## src/rtl/instr_prefetch_pkg.sv

```systemverilog
// instr_prefetch_pkg: shared FSM encoding, queue entry layout and error word
package instr_prefetch_pkg;
  typedef enum logic [1:0] {PF_IDLE, PF_FETCH, PF_DISCARD} pf_state_t;
  localparam logic [15:0] PF_ERRWORD = 16'h0000;
  typedef struct packed {
    logic        err;
    logic [15:0] word;
  } pf_entry_t;
endpackage

```

## src/rtl/instr_prefetch_if.sv

```systemverilog
// instr_prefetch_if: instruction-space read bus between prefetcher and bus interface unit
interface instr_prefetch_if;
  logic        if_req;
  logic [15:0] if_addr;
  logic        if_ack;
  logic        if_err;
  logic [15:0] if_data;
  modport master (output if_req, if_addr, input if_ack, if_err, if_data);
  modport slave (input if_req, if_addr, output if_ack, if_err, if_data);
endinterface

```

## src/rtl/instr_prefetch_fifo.sv

```systemverilog
// instr_prefetch_fifo: DEPTH-entry circular queue of {err,word} with flush, registered head
module instr_prefetch_fifo
  import instr_prefetch_pkg::*;
#(
  parameter int DEPTH = 2,
  localparam int PW = DEPTH > 1 ? $clog2(DEPTH) : 1,
  localparam int CW = $clog2(DEPTH + 1)
) (
  input  logic          clk,
  input  logic          reset_n,
  input  logic          flush,
  input  logic          push,
  input  logic          pop,
  input  pf_entry_t     din,
  output pf_entry_t     head,
  output logic [CW-1:0] cnt
);
  pf_entry_t mem [DEPTH];
  logic [PW-1:0] rd, wr;
  function automatic logic [PW-1:0] inc(input logic [PW-1:0] p);
    return (p == PW'(DEPTH - 1)) ? '0 : p + PW'(1);
  endfunction
  assign head = mem[rd];
  // flush restarts the queue at slot 0 and may take a push in the same cycle
  always_ff @(posedge clk or negedge reset_n) begin
    if (!reset_n) begin
      rd  <= '0;
      wr  <= '0;
      cnt <= '0;
      for (int i = 0; i < DEPTH; i++) mem[i] <= '0;
    end else if (flush) begin
      rd  <= '0;
      wr  <= push ? inc('0) : '0;
      cnt <= CW'(push);
      if (push) mem[0] <= din;
    end else begin
      if (push) begin
        mem[wr] <= din;
        wr      <= inc(wr);
      end
      if (pop) rd <= inc(rd);
      cnt <= cnt + CW'(push) - CW'(pop);
    end
  end
  a_no_overflow: assert property (@(posedge clk) disable iff (!reset_n)
    !(push && !pop && !flush && cnt == CW'(DEPTH)));
endmodule

```

## src/rtl/instr_prefetch.sv

```systemverilog
// instr_prefetch: fetch FSM, fetch PC and ir_pc tracking in front of the decoder queue
module instr_prefetch
  import instr_prefetch_pkg::*;
#(
  parameter int          DEPTH    = 2,
  parameter logic [15:0] RESET_PC = 16'o000000
) (
  input  logic              clk,
  input  logic              reset_n,
  input  logic              fetch_en,
  input  logic              pc_load,
  input  logic [15:0]       pc_new,
  input  logic              ir_take,
  output logic              ir_valid,
  output logic [15:0]       idc_opc,
  output logic              ir_err,
  output logic [15:0]       ir_pc,
  instr_prefetch_if.master  bus
);
  localparam int CW = $clog2(DEPTH + 1);
  pf_state_t state, state_nxt;
  logic [15:0] fetch_pc, pc_nxt, addr_q;
  logic stopped, stop_nxt, done, busy, push, pop, issue;
  logic [CW-1:0] cnt, cnt_after;
  pf_entry_t din, head;
  instr_prefetch_fifo #(.DEPTH(DEPTH)) u_fifo (
    .clk, .reset_n, .flush(pc_load), .push, .pop, .din, .head, .cnt
  );
  assign ir_valid     = cnt != '0;
  assign idc_opc      = head.word;
  assign ir_err       = ir_valid & head.err;
  assign bus.if_req   = state != PF_IDLE;
  assign bus.if_addr  = addr_q;
  // a new request may issue only once the bus is free and the queue still has room after this cycle
  always_comb begin
    done      = bus.if_ack | bus.if_err;
    busy      = (state != PF_IDLE) & ~done;
    pc_nxt    = pc_load ? pc_new : ((state == PF_FETCH) & bus.if_ack) ? fetch_pc + 16'd2 : fetch_pc;
    stop_nxt  = pc_load ? pc_new[0] : stopped | ((state == PF_FETCH) & bus.if_err);
    push      = pc_load ? pc_new[0] : (state == PF_FETCH) & done;
    din       = (pc_load | bus.if_err) ? {1'b1, PF_ERRWORD} : {1'b0, bus.if_data};
    pop       = ir_take & ir_valid & ~pc_load;
    cnt_after = pc_load ? CW'(pc_new[0]) : cnt + CW'(push) - CW'(pop);
    issue     = ~busy & fetch_en & ~stop_nxt & (cnt_after < CW'(DEPTH));
    state_nxt = busy ? ((pc_load | (state == PF_DISCARD)) ? PF_DISCARD : PF_FETCH)
                     : issue ? PF_FETCH : PF_IDLE;
  end
  // bus address is held while a request is pending; ir_pc follows the head word
  always_ff @(posedge clk or negedge reset_n) begin
    if (!reset_n) begin
      state    <= PF_IDLE;
      fetch_pc <= RESET_PC;
      addr_q   <= RESET_PC;
      stopped  <= 1'b0;
      ir_pc    <= RESET_PC + 16'd2;
    end else begin
      state    <= state_nxt;
      fetch_pc <= pc_nxt;
      stopped  <= stop_nxt;
      if (issue) addr_q <= pc_nxt;
      ir_pc    <= pc_load ? pc_new + 16'd2 : pop ? ir_pc + 16'd2 : ir_pc;
    end
  end
endmodule

```

## src/flat_wrapper.sv

```systemverilog
// flat-port wrapper written by rule: the top's interface ports become plain ports
module instr_prefetch_flat import instr_prefetch_pkg::*;
#(
  parameter int          DEPTH    = 2,
  parameter logic [15:0] RESET_PC = 16'o000000
)
  (clk, reset_n, fetch_en, pc_load, pc_new, ir_take, ir_valid, idc_opc, ir_err, ir_pc, bus_if_req, bus_if_addr, bus_if_ack, bus_if_err, bus_if_data);
  instr_prefetch_if bus_i ();
  input  logic clk;
  input  logic reset_n;
  input  logic fetch_en;
  input  logic pc_load;
  input  logic [15:0] pc_new;
  input  logic ir_take;
  output logic ir_valid;
  output logic [15:0] idc_opc;
  output logic ir_err;
  output logic [15:0] ir_pc;
  output wire logic [$bits(bus_i.if_req)-1:0] bus_if_req;
  output wire logic [$bits(bus_i.if_addr)-1:0] bus_if_addr;
  input wire logic [$bits(bus_i.if_ack)-1:0] bus_if_ack;
  input wire logic [$bits(bus_i.if_err)-1:0] bus_if_err;
  input wire logic [$bits(bus_i.if_data)-1:0] bus_if_data;
  assign bus_if_req = bus_i.if_req;
  assign bus_if_addr = bus_i.if_addr;
  assign bus_i.if_ack = bus_if_ack;
  assign bus_i.if_err = bus_if_err;
  assign bus_i.if_data = bus_if_data;
  instr_prefetch #(.DEPTH(DEPTH), .RESET_PC(RESET_PC)) u_core (.clk(clk), .reset_n(reset_n), .fetch_en(fetch_en), .pc_load(pc_load), .pc_new(pc_new), .ir_take(ir_take), .ir_valid(ir_valid), .idc_opc(idc_opc), .ir_err(ir_err), .ir_pc(ir_pc), .bus(bus_i));
endmodule
```

## config.mk

```make
export PLATFORM = sky130hd
export DESIGN_NAME = instr_prefetch_flat
export DESIGN_NICKNAME = d
export VERILOG_FILES = /design/src/rtl/instr_prefetch_pkg.sv /design/src/rtl/instr_prefetch_if.sv /design/src/rtl/instr_prefetch_fifo.sv /design/src/rtl/instr_prefetch.sv /design/src/flat_wrapper.sv
export SDC_FILE = /design/constraint.sdc
export NUM_CORES = 1
export LEC_CHECK = 0
export ABC_CLOCK_PERIOD_IN_PS = 4050
export CAP_MARGIN = 20
export CORE_UTILIZATION = 45
export DETAILED_ROUTE_END_ITERATION = 16
export PLACE_DENSITY = 0.71
export SETUP_SLACK_MARGIN = 0.02
export SYNTH_ARGS = -nofsm -noshare
export SYNTH_HDL_FRONTEND = slang
export SYNTH_SLANG_ARGS = --single-unit
```

## constraint.sdc

```tcl
create_clock -name clk -period 4.05 [get_ports clk]
set_input_delay 0.81 -clock clk [delete_from_list [all_inputs] [get_ports clk]]
set_output_delay 0.81 -clock clk [all_outputs]
set_load 0.02 [all_outputs]
```

# == Word-level counts from Yosys, hierarchy flattened ==
# Cells that the tools add are included.
# Widths: inputs -> output; s select.
# totals
reg_bits,89
latchBits,0
ram_bits,0
romBits,0
input_bits,39
output_inout_bits,51
elab_cells,79
n_memories,0
# classes
addsub,7
mul,0
n_div,0
order_cmp,4
n_eq_ne,2
n_shift,0
mux,28
n_bitwise,20
n_reduce_logical,6
# ops
cell,count
$mux 17,7
$mux 16,4
$add 16x2->16 const B,3
$bwmux 34,1
$mux 34,1
$demux 17 s1,1
$and 1x1->1,10
$mux 1,10
$mux 2,4
$reduce_bool 2->1,4
$ge 2x2->1 const B,2
$not 1->1,4
$not 1->2,2
$or 1x1->1,4
$add 1x1->1 const B,2
$add 2x1->2,1
$eq 2x1->1 const B,1
$eq 2x2->1 const B,1
$lt 2x1->1 const B,1
$lt 2x2->1 const B,1
$reduce_and 2->1,1
$sub 2x1->2,1
$logic_and 1x1->1,1

# == Logic depth before layout (Yosys ltp) ==
# Gate-level depths: netlist of the first run.
# depth
depth_word,10
depth_mapped,14

# == Modules after synthesis ==
# Synthesis of the first run repeated with hierarchy kept, for this count alone.
# hier_totals
cells_unflattened,416
hier_area_um2,4858.4
# by_module_without_submodules
mod,n_inst,cells_each,area_per_inst_um2
instr_prefetch,1,309,3094.2
instr_prefetch_fifo,1,107,1764.2

# == Worst setup path before layout of the first run ==
# No wires, ideal clock.
# synth_timing
kind,input -> register
startpoint,input port pc_load
endpoint,"register u_core.addr_q[10], in the netlist u_core.bus.if_addr[10]"
arrival_time_ns,3.427
required_ns,3.925
slack_ns,0.498
path_stages,13
path_buffers,5
cell_sequence,buf_2 > buf_2 > clkbuf_1 > buf_2 > o21a_1 > ha_1 > inv_1 > ha_1 > xnor3_1 > nor2_1 > nor3_2 > buf_4 > mux2_2
# synth_via
elab_chain_len,6
# synth_rtl
element,line_no,source
"start, declared",flat_wrapper.sv:12,input logic pc_load;
$mux 1 or $not 1->1 (tied branches),-,
$add 2x1->2 or $and 1x1->1 (tied branches),"instr_prefetch.sv:43, instr_prefetch.sv:42",
$sub 2x1->2,instr_prefetch.sv:43,cnt_after = pc_load ? CW'(pc_new[0]) : cnt + CW'(push) - CW'(pop);
$mux 2 *,instr_prefetch.sv:43,
via u_core.cnt_after[1],instr_prefetch.sv:24,"logic [CW-1:0] cnt, cnt_after;"
$lt 2x2->1 *,instr_prefetch.sv:44,issue = ~busy & fetch_en & ~stop_nxt & (cnt_after < CW'(DEPTH));
$and 1x1->1 *,instr_prefetch.sv:44,
"end signal, assigned",instr_prefetch.sv:60,if (issue) addr_q <= pc_nxt;
"end, declared",instr_prefetch.sv:22,"logic [15:0] fetch_pc, pc_nxt, addr_q;"
# Mark *: on every way through the listed nets, which the timed path passes. The rest lies on a longest branch.
# A chain may end at the register's enable or synchronous reset.

# == Final worst setup path of the first run ==
# layout_timing
startpoint,input port bus_if_ack
endpoint,"register u_core.addr_q[15], in the netlist u_core.bus.if_addr[15]"
# layout_via
elab_chain_len,8
# layout_rtl
element,line_no,source
"start, declared",flat_wrapper.sv:21,input wire logic [$bits(bus_i.if_ack)-1:0] bus_if_ack;
$or 1x1->1,instr_prefetch.sv:36,done = bus.if_ack | bus.if_err;
$and 1x1->1,instr_prefetch.sv:40,push = pc_load ? pc_new[0] : (state == PF_FETCH) & done;
$mux 1,instr_prefetch.sv:40,
$add 2x1->2,instr_prefetch.sv:43,
$sub 2x1->2,instr_prefetch.sv:43,
$mux 2,instr_prefetch.sv:43,
via u_core.cnt_after[1],instr_prefetch.sv:24,
$lt 2x2->1,instr_prefetch.sv:44,
$and 1x1->1,instr_prefetch.sv:44,
# The timed path passes the listed nets, and every way through them passes these cells.

==> out/metrics.cfg, run 1 <==
[run_status]
status = finished, final reports clean

[sta]
skew_ps = 7.62
rsz0062_at_grt = false
finalCritPeriodShare_pct = 80.1
fmax_ghz = 0.308
tightest_slew_ps = 908
maxSlewViolCount = 0
setup_viol = 0
final-hold-violation-count = 0
min_period_ps = 3240
tns_ps = 0
max_slew_margin_pct = 39.5
fin_ws_ps = 807

[floorplanning]
die-width_um = 102
die_area_um2 = 10400
die_h_um = 102
core.rowCount = 36
io-pin-count = 90
core_area_um2 = 9730
start_util_pct = 46.3

[power]
leakagePower_nw = 2.37
powerDensity_nw_per_um2 = 455
vdd_drop_max_mv = 0.320

[detailed_routing]
wl_mm = 10.5
drc = 0
drtIter0Drc = 173
drtPass1Iterations = 5
ant_nets = 0
num_vias = 3544
routedWlPerCell_um = 16.2
viasPerCell = 5.44

[critical_path]
max_stage_delay_ps = 490
reg2reg_from = u_core.state[1]$_DFF_PN0_
crit_buf_inv = 3
crit_chain = clkdlybuf4s50_1 > o21ai_0 > o21a_1 > ha_1 > inv_1 > ha_1 > xnor3_1 > nor2_1 > nor3_2 > buf_4 > mux2_1
cp_max_fo = 16
path_class = in -> reg
crit_path_end_kind = flip-flop
cp.depth = 11
reg2reg_to = u_core.bus.if_addr[15]$_DFFE_PN0P_
endpoint = u_core.bus.if_addr[15]$_DFFE_PN0P_
cp.arrival_ps = 3480
ff2ff_path_depth = 11
cp_top_family = buffers and inverters
slowest_stage = clkdlybuf4s50_1
critPathLaunch = bus_if_ack
r2r_slack_ps = 1240
cp-start-kind = input port
path_common_cell = ha_1
cp.required_ps = 4290

[clocking]
cts_resized = 0
clk_path_buf_depth = 2
cts-root-buf = clkbuf_8
htree_levels = 3
cts_setup_buffers = 0
cts.clk_slew.worst_paths_ps = 90
cts_sinks = 89
clk_latency_ps = 350
tritoncts = done
cts_hold_buf = 0
numCtsBuffers = 9

[synthesis]
syn_area_um2 = 4510
seq_area_frac_synth_pct = 49.5
yosysUniqueCellTypes = 53
synth-edff-count = 0
synth_fp_nets = 473
synth.most_common_cell = dfrtp_1
synth_ff_type = dfrtp_1
synthArstFlopShare_pct = 100
synth-warning-count = 0
synth_area_leaders = dfrtp_1 (49%), mux2_2 (8.0%), nand2_1 (5.0%), xor2_1 (4.5%), o21ai_0 (4.2%)
avgSynthCellArea_um2 = 10.5
yosys.area.top_type = dfrtp_1
synthCells = 430
synth_common_cells = dfrtp_1 (88), nand2_1 (60), o21ai_0 (38), mux2_2 (32), xor2_1 (23)
ys_ff_latch = 89
synth_top_cell_area_share_pct = 48.9

[grt]
grt_pass1_wl_mm = 17.2
grt_pass1_vias = 3524
track_usage_pct = 21.4
antenna_found_initial = 0
grt_max_degree = 74
globalRouteOverflowTotal = 0

[place]
hpwl_mm = 7.50
pre_cts_ws_ps = 426
portBuffers = 89
gp_congestion = 0.853
dp_cells = 637

[run]
maxCapViolCount = 0

[finish]
fin_cells = 652
multi_input_area_um2 = 2130
ff_latch_area_um2 = 2230
area_growth_pct = 27.3
layout-drive-gt1-share_pct = 13.3
fill_cells = 848
nets = 558
antennaDiodeCount = 0

[worst_hold_path]
hp-class = reg -> reg

==> worst reg2reg max path, stage by stage, from the launching register on <==
cell     delay (ps)
dfrtp_1         410
and2b_1         230
o21ai_0         210
o21a_1          240
ha_1            260
inv_1            30
ha_1            180
xnor3_1         330
nor2_1          200
nor3_2           70
buf_4           200
mux2_1          330
==> state kept, by name, summed over array words and instances (netlist names) <==
register            count
u_core.state            2
u_core.u_fifo.rd        1
u_core.stopped          1
u_core.u_fifo.cnt       2
u_core.bus.if_addr     16
u_core.u_fifo.mem      34
u_core.fetch_pc        16
u_core.ir_pc           16
u_core.u_fifo.wr        1
==> per-layer routing <==
| layer | vias up | GRT usage [%] | share of wire (%) |
|---|---|---|---|
| li1 | 1711 | - | - |
| met1 | 1736 | 30.8 | 48 |
| met2 | 85 | 32.5 | 46 |
| met3 | 12 | 4.31 | 4.9 |
| met4 | 0 | 7.14 | 1.3 |
| met5 | - | 0 | 0 |
==> report_power, final <==
group          internal (mW)  switching [mW]  leakage [nW]
combinational          0.391           0.382          1.16
clock                  0.346           0.314        0.0979
sequential              1.05           0.130          1.11
==> worst min-delay path by stage <==
stage | from | endpoint | slack [ps] | depth (start not counted)
after detailed placement | u_core.u_fifo.mem[4]$_DFFE_PN0P_ | u_core.u_fifo.mem[4]$_DFFE_PN0P_ | 470 | 2
after global routing | u_core.u_fifo.mem[20]$_DFFE_PN0P_ | u_core.u_fifo.mem[20]$_DFFE_PN0P_ | 510 | 1
after floorplan | u_core.u_fifo.mem[0]$_DFFE_PN0P_ | u_core.u_fifo.mem[0]$_DFFE_PN0P_ | 440 | 2
final | u_core.u_fifo.mem[12]$_DFFE_PN0P_ | u_core.u_fifo.mem[12]$_DFFE_PN0P_ | 490 | 2
after CTS | u_core.u_fifo.mem[4]$_DFFE_PN0P_ | u_core.u_fifo.mem[4]$_DFFE_PN0P_ | 490 | 2
after global placement | u_core.u_fifo.mem[12]$_DFFE_PN0P_ | u_core.u_fifo.mem[12]$_DFFE_PN0P_ | 460 | 2
==> cells by family (layout without fill, tap and decap cells) <==
kind of cell,after synthesis,after routing,synth area share (%)
flops,89,89,49.5
fa+ha+maj,4,4,1.11
xor+xnor,36,36,7.30
buf+inv,35,124,3.25
simple gates,138,138,15.3
mux,44,44,10.7
compound gates,84,84,12.9
==> layout make-up <==
type | count | area share, %
Clock buffer | 9 | 2.16
Sequential cell | 89 | 38.9
Timing Repair Buffer | 98 | 16.6
Multi-Input combinational cell | 306 | 37.2
Tap cell | 133 | 2.90
Clock inverter | 6 | 1.59
Inverter | 11 | 0.720
==> stage by stage <==
stage               utilization [%]  hold slack [ps]  power, mW  cell area, um2
CTS                            59.0              485       2.63            5740
floorplan                         -              444       1.59            4510
global placement               56.7              457       1.95            5520
finish                         59.0              487       2.61            5740
detailed placement             56.7              466       1.97            5520
global route                   59.0              509       2.75            5740
==> placed cells by master, fill, tap and decap left out, types with 3 or more instances in the layout <==
| cell | count |
|---|---|
| dfrtp_1 | 88 |
| clkdlybuf4s50_1 | 87 |
| nand2_1 | 60 |
| o21ai_0 | 38 |
| mux2_2 | 32 |
| xor2_1 | 23 |
| nand3_1 | 18 |
| nor2_1 | 16 |
| a32o_1 | 16 |
| nand4_1 | 13 |
| xnor2_1 | 12 |
| inv_1 | 10 |
| mux2i_1 | 10 |
| buf_4 | 10 |
| clkbuf_8 | 9 |
| a21oi_1 | 6 |
| or3_1 | 5 |
| and3_1 | 4 |
| o31ai_1 | 4 |
| ha_1 | 4 |
| a31oi_1 | 3 |
| and2_1 | 3 |
| nand3b_1 | 3 |
| clkinvlp_4 | 3 |
Power figures use the tool's default switching activity.
==> run 2: changes to the inputs <==
--- a/config.mk
+++ b/config.mk
@@ -5,11 +5,11 @@
 export SDC_FILE = /design/constraint.sdc
 export NUM_CORES = 1
 export LEC_CHECK = 0
-export ABC_CLOCK_PERIOD_IN_PS = 4050
+export ABC_CLOCK_PERIOD_IN_PS = 2800
 export CAP_MARGIN = 20
 export CORE_UTILIZATION = 45
 export DETAILED_ROUTE_END_ITERATION = 16
-export PLACE_DENSITY = 0.71
+export PLACE_DENSITY = 0.74
 export SETUP_SLACK_MARGIN = 0.02
 export SYNTH_ARGS = -nofsm -noshare
 export SYNTH_HDL_FRONTEND = slang
==> constraint.sdc (replaced) <==
create_clock -name clk -period 2.8 [get_ports clk]
set_input_delay 0.56 -clock clk [delete_from_list [all_inputs] [get_ports clk]]
set_output_delay 0.56 -clock clk [all_outputs]
set_load 0.02 [all_outputs]
==> run 2 against run 1 <==
  * Worst setup slack worse by 630 ps
  * Final area up 2.2%
  * Die area did not move
  * Power is 41% higher
  * Flip-flop and latch count stayed put
  * Combinational power grew 56%
  * Via count grew 2.9%
  * Hold slack got worse by 320 ps
  * Clock power grew 19%
  * Routed wire length up 2.5%
==> out/metrics.cfg, run 2 (synthesis gave the netlist of run 1 again) <==
[clocking]
htree_levels = 3  ; unchanged
cts_setup_buffers = 0  ; unchanged
cts_sinks = 89  ; unchanged
numCtsBuffers = 9  ; unchanged
clk_path_buf_depth = 2  ; unchanged
cts.clk_slew.worst_paths_ps = 90  ; about the same
cts-root-buf = clkbuf_8  ; unchanged
tritoncts = done  ; unchanged
clk_latency_ps = 360  ; was 350 ps

[sta]
skew_ps = 8.99  ; was 7.62 ps
max_slew_margin_pct = 65.1  ; was 39.5%
finalCritPeriodShare_pct = 93.6
fin_ws_ps = 179  ; was 807 ps
fmax_ghz = 0.382
setup_viol = 0  ; unchanged
rsz0062_at_grt = false  ; unchanged
tightest_slew_ps = 524  ; was 908 ps
final-hold-violation-count = 0  ; unchanged
maxSlewViolCount = 0  ; unchanged
min_period_ps = 2620

[finish]
largest_reg_flops = 34  ; unchanged
layout-drive-gt1-share_pct = 16.2  ; was 13.3%
fill_cells = 822  ; was 848
regMostFlops = u_core.u_fifo.mem  ; unchanged
area_growth_pct = 30.0  ; was 27.3%
final_cell_mix = clkdlybuf4s50_1 (87), dfrtp_1 (87), nand2_1 (60)  ; was dfrtp_1 (88), clkdlybuf4s50_1 (87), nand2_1 (60)
antennaDiodeCount = 0  ; unchanged
final_core_util_pct = 60.2  ; was 59.0%
nets = 571  ; was 558

[grt]
track_usage_pct = 21.6  ; was 21.4%
grt_max_degree = 45  ; was 74
grt_pass1_wl_mm = 17.3  ; was 17.2 mm
antenna_found_initial = 0  ; unchanged
globalRouteOverflowTotal = 0  ; unchanged
grt_pass1_vias = 3458  ; was 3524

[place]
portBuffers = 89  ; unchanged
hpwl_mm = 7.77  ; was 7.50 mm
pre_cts_ws_ps = -198  ; was 426 ps
gp_congestion = 0.799  ; was 0.853

[critical_path]
cp.arrival_ps = 2870  ; was 3480 ps
path_class = in -> reg  ; unchanged
cp_max_fo = 16  ; unchanged
r2r_slack_ps = 200  ; was 1240 ps
crit_path_end_kind = flip-flop  ; unchanged
cp.required_ps = 3050  ; was 4290 ps
cp-start-kind = input port  ; unchanged

[floorplanning]
core.rowCount = 36  ; unchanged
die_area_um2 = 10400  ; unchanged
start_util_pct = 46.3  ; unchanged
core_area_um2 = 9730  ; unchanged
die-width_um = 102  ; unchanged
die_h_um = 102  ; unchanged
io-pin-count = 90  ; unchanged

[detailed_routing]
drtPass1Iterations = 4  ; was 5
wl_mm = 10.8  ; was 10.5 mm
num_vias = 3648  ; was 3544
drc = 0  ; unchanged
drtIter0Drc = 128  ; was 173
ant_nets = 0  ; unchanged
routedWlPerCell_um = 16.2  ; about the same
viasPerCell = 5.49  ; was 5.44

[power]
vdd_drop_max_mv = 0.480  ; was 0.320 mV
powerDensity_nw_per_um2 = 629  ; was 455 nW/um2
leakagePower_nw = 2.47  ; was 2.37 nW

[run]
maxCapViolCount = 0  ; unchanged

[run_status]
status = finished, final reports clean  ; unchanged

[worst_hold_path]
hp-class = in -> async  ; was reg -> reg

[run 2: metal layers]
layer | vias up | global-route usage (%) | wire [um]
li1 | 1737 | - | -
met1 | 1793 | 31.5 | 5130
met2 | 101 | 32.4 | 4970
met3 | 17 | 3.08 | 484
met4 | 0 | 9.12 | 210
met5 | - | 0 | 0
[run 2: stage by stage]
step	total power [mW]	hold slack [ps]	area, um2	setup TNS, ps	instances
after floorplan	2.35	264	4590	-114	430
after global placement	2.89	456	5700	-2430	650
after detailed placement	2.92	464	5700	-2870	650
after CTS	3.70	176	5860	0	665
after global routing	3.87	198	5860	0	665
final	3.69	166	5860	0	665
[run 2: report_power, final]
group | switching, mW | internal, mW | leakage (nW)
combinational | 0.589 | 0.621 | 1.27
clock | 0.448 | 0.337 | 0.0887
sequential | 0.176 | 1.51 | 1.11
[run 2: critical path, stage by stage]
cell             delay [ps]
clkdlybuf4s50_1         440
o21ai_0                 300
o21a_1                  180
ha_1                    220
inv_1                    60
ha_2                    150
xnor3_1                 230
nor2_2                  200
nor3_4                   60
buf_12                  170
mux2_4                  300
[run 2: path summary, 6_finish.rpt]
kind / start / endpoint / cells after the start
worst max-delay path: bus_if_err / u_core.bus.if_addr[8]$_DFFE_PN0P_ / 11
worst min-delay path: reset_n / u_core.ir_pc[11]$_DFFE_PN0N_ / 1
worst max register to register: u_core.state[1]$_DFF_PN0_ / u_core.bus.if_addr[8]$_DFFE_PN0P_ / 11
worst min register to register: u_core.u_fifo.mem[13]$_DFFE_PN0P_ / u_core.u_fifo.mem[13]$_DFFE_PN0P_ / 2
max in group asynchronous: reset_n / u_core.bus.if_addr[1]$_DFFE_PN0P_ / 2
min in group clk: u_core.u_fifo.mem[13]$_DFFE_PN0P_ / u_core.u_fifo.mem[13]$_DFFE_PN0P_ / 2
[run 2: final cells by class]
| type | count | area (um2) | share of cell area (%) |
|---|---|---|---|
| multi-input combinational | 306 | 2170 | 37.1 |
| inverter | 11 | 41.3 | 0.705 |
| clock inverter | 4 | 20.0 | 0.342 |
| clock buffer | 11 | 141 | 2.41 |
| sequential | 89 | 2230 | 38.1 |
| tap | 133 | 166 | 2.84 |
| timing repair buffer | 111 | 1090 | 18.5 |
[run 2: what timing repair did]
item                       4_1_cts  5_1_grt
setup endpoints to repair        0        2
hold buffers                     0        0
hold endpoints to repair         0        0
resized for setup                0        1
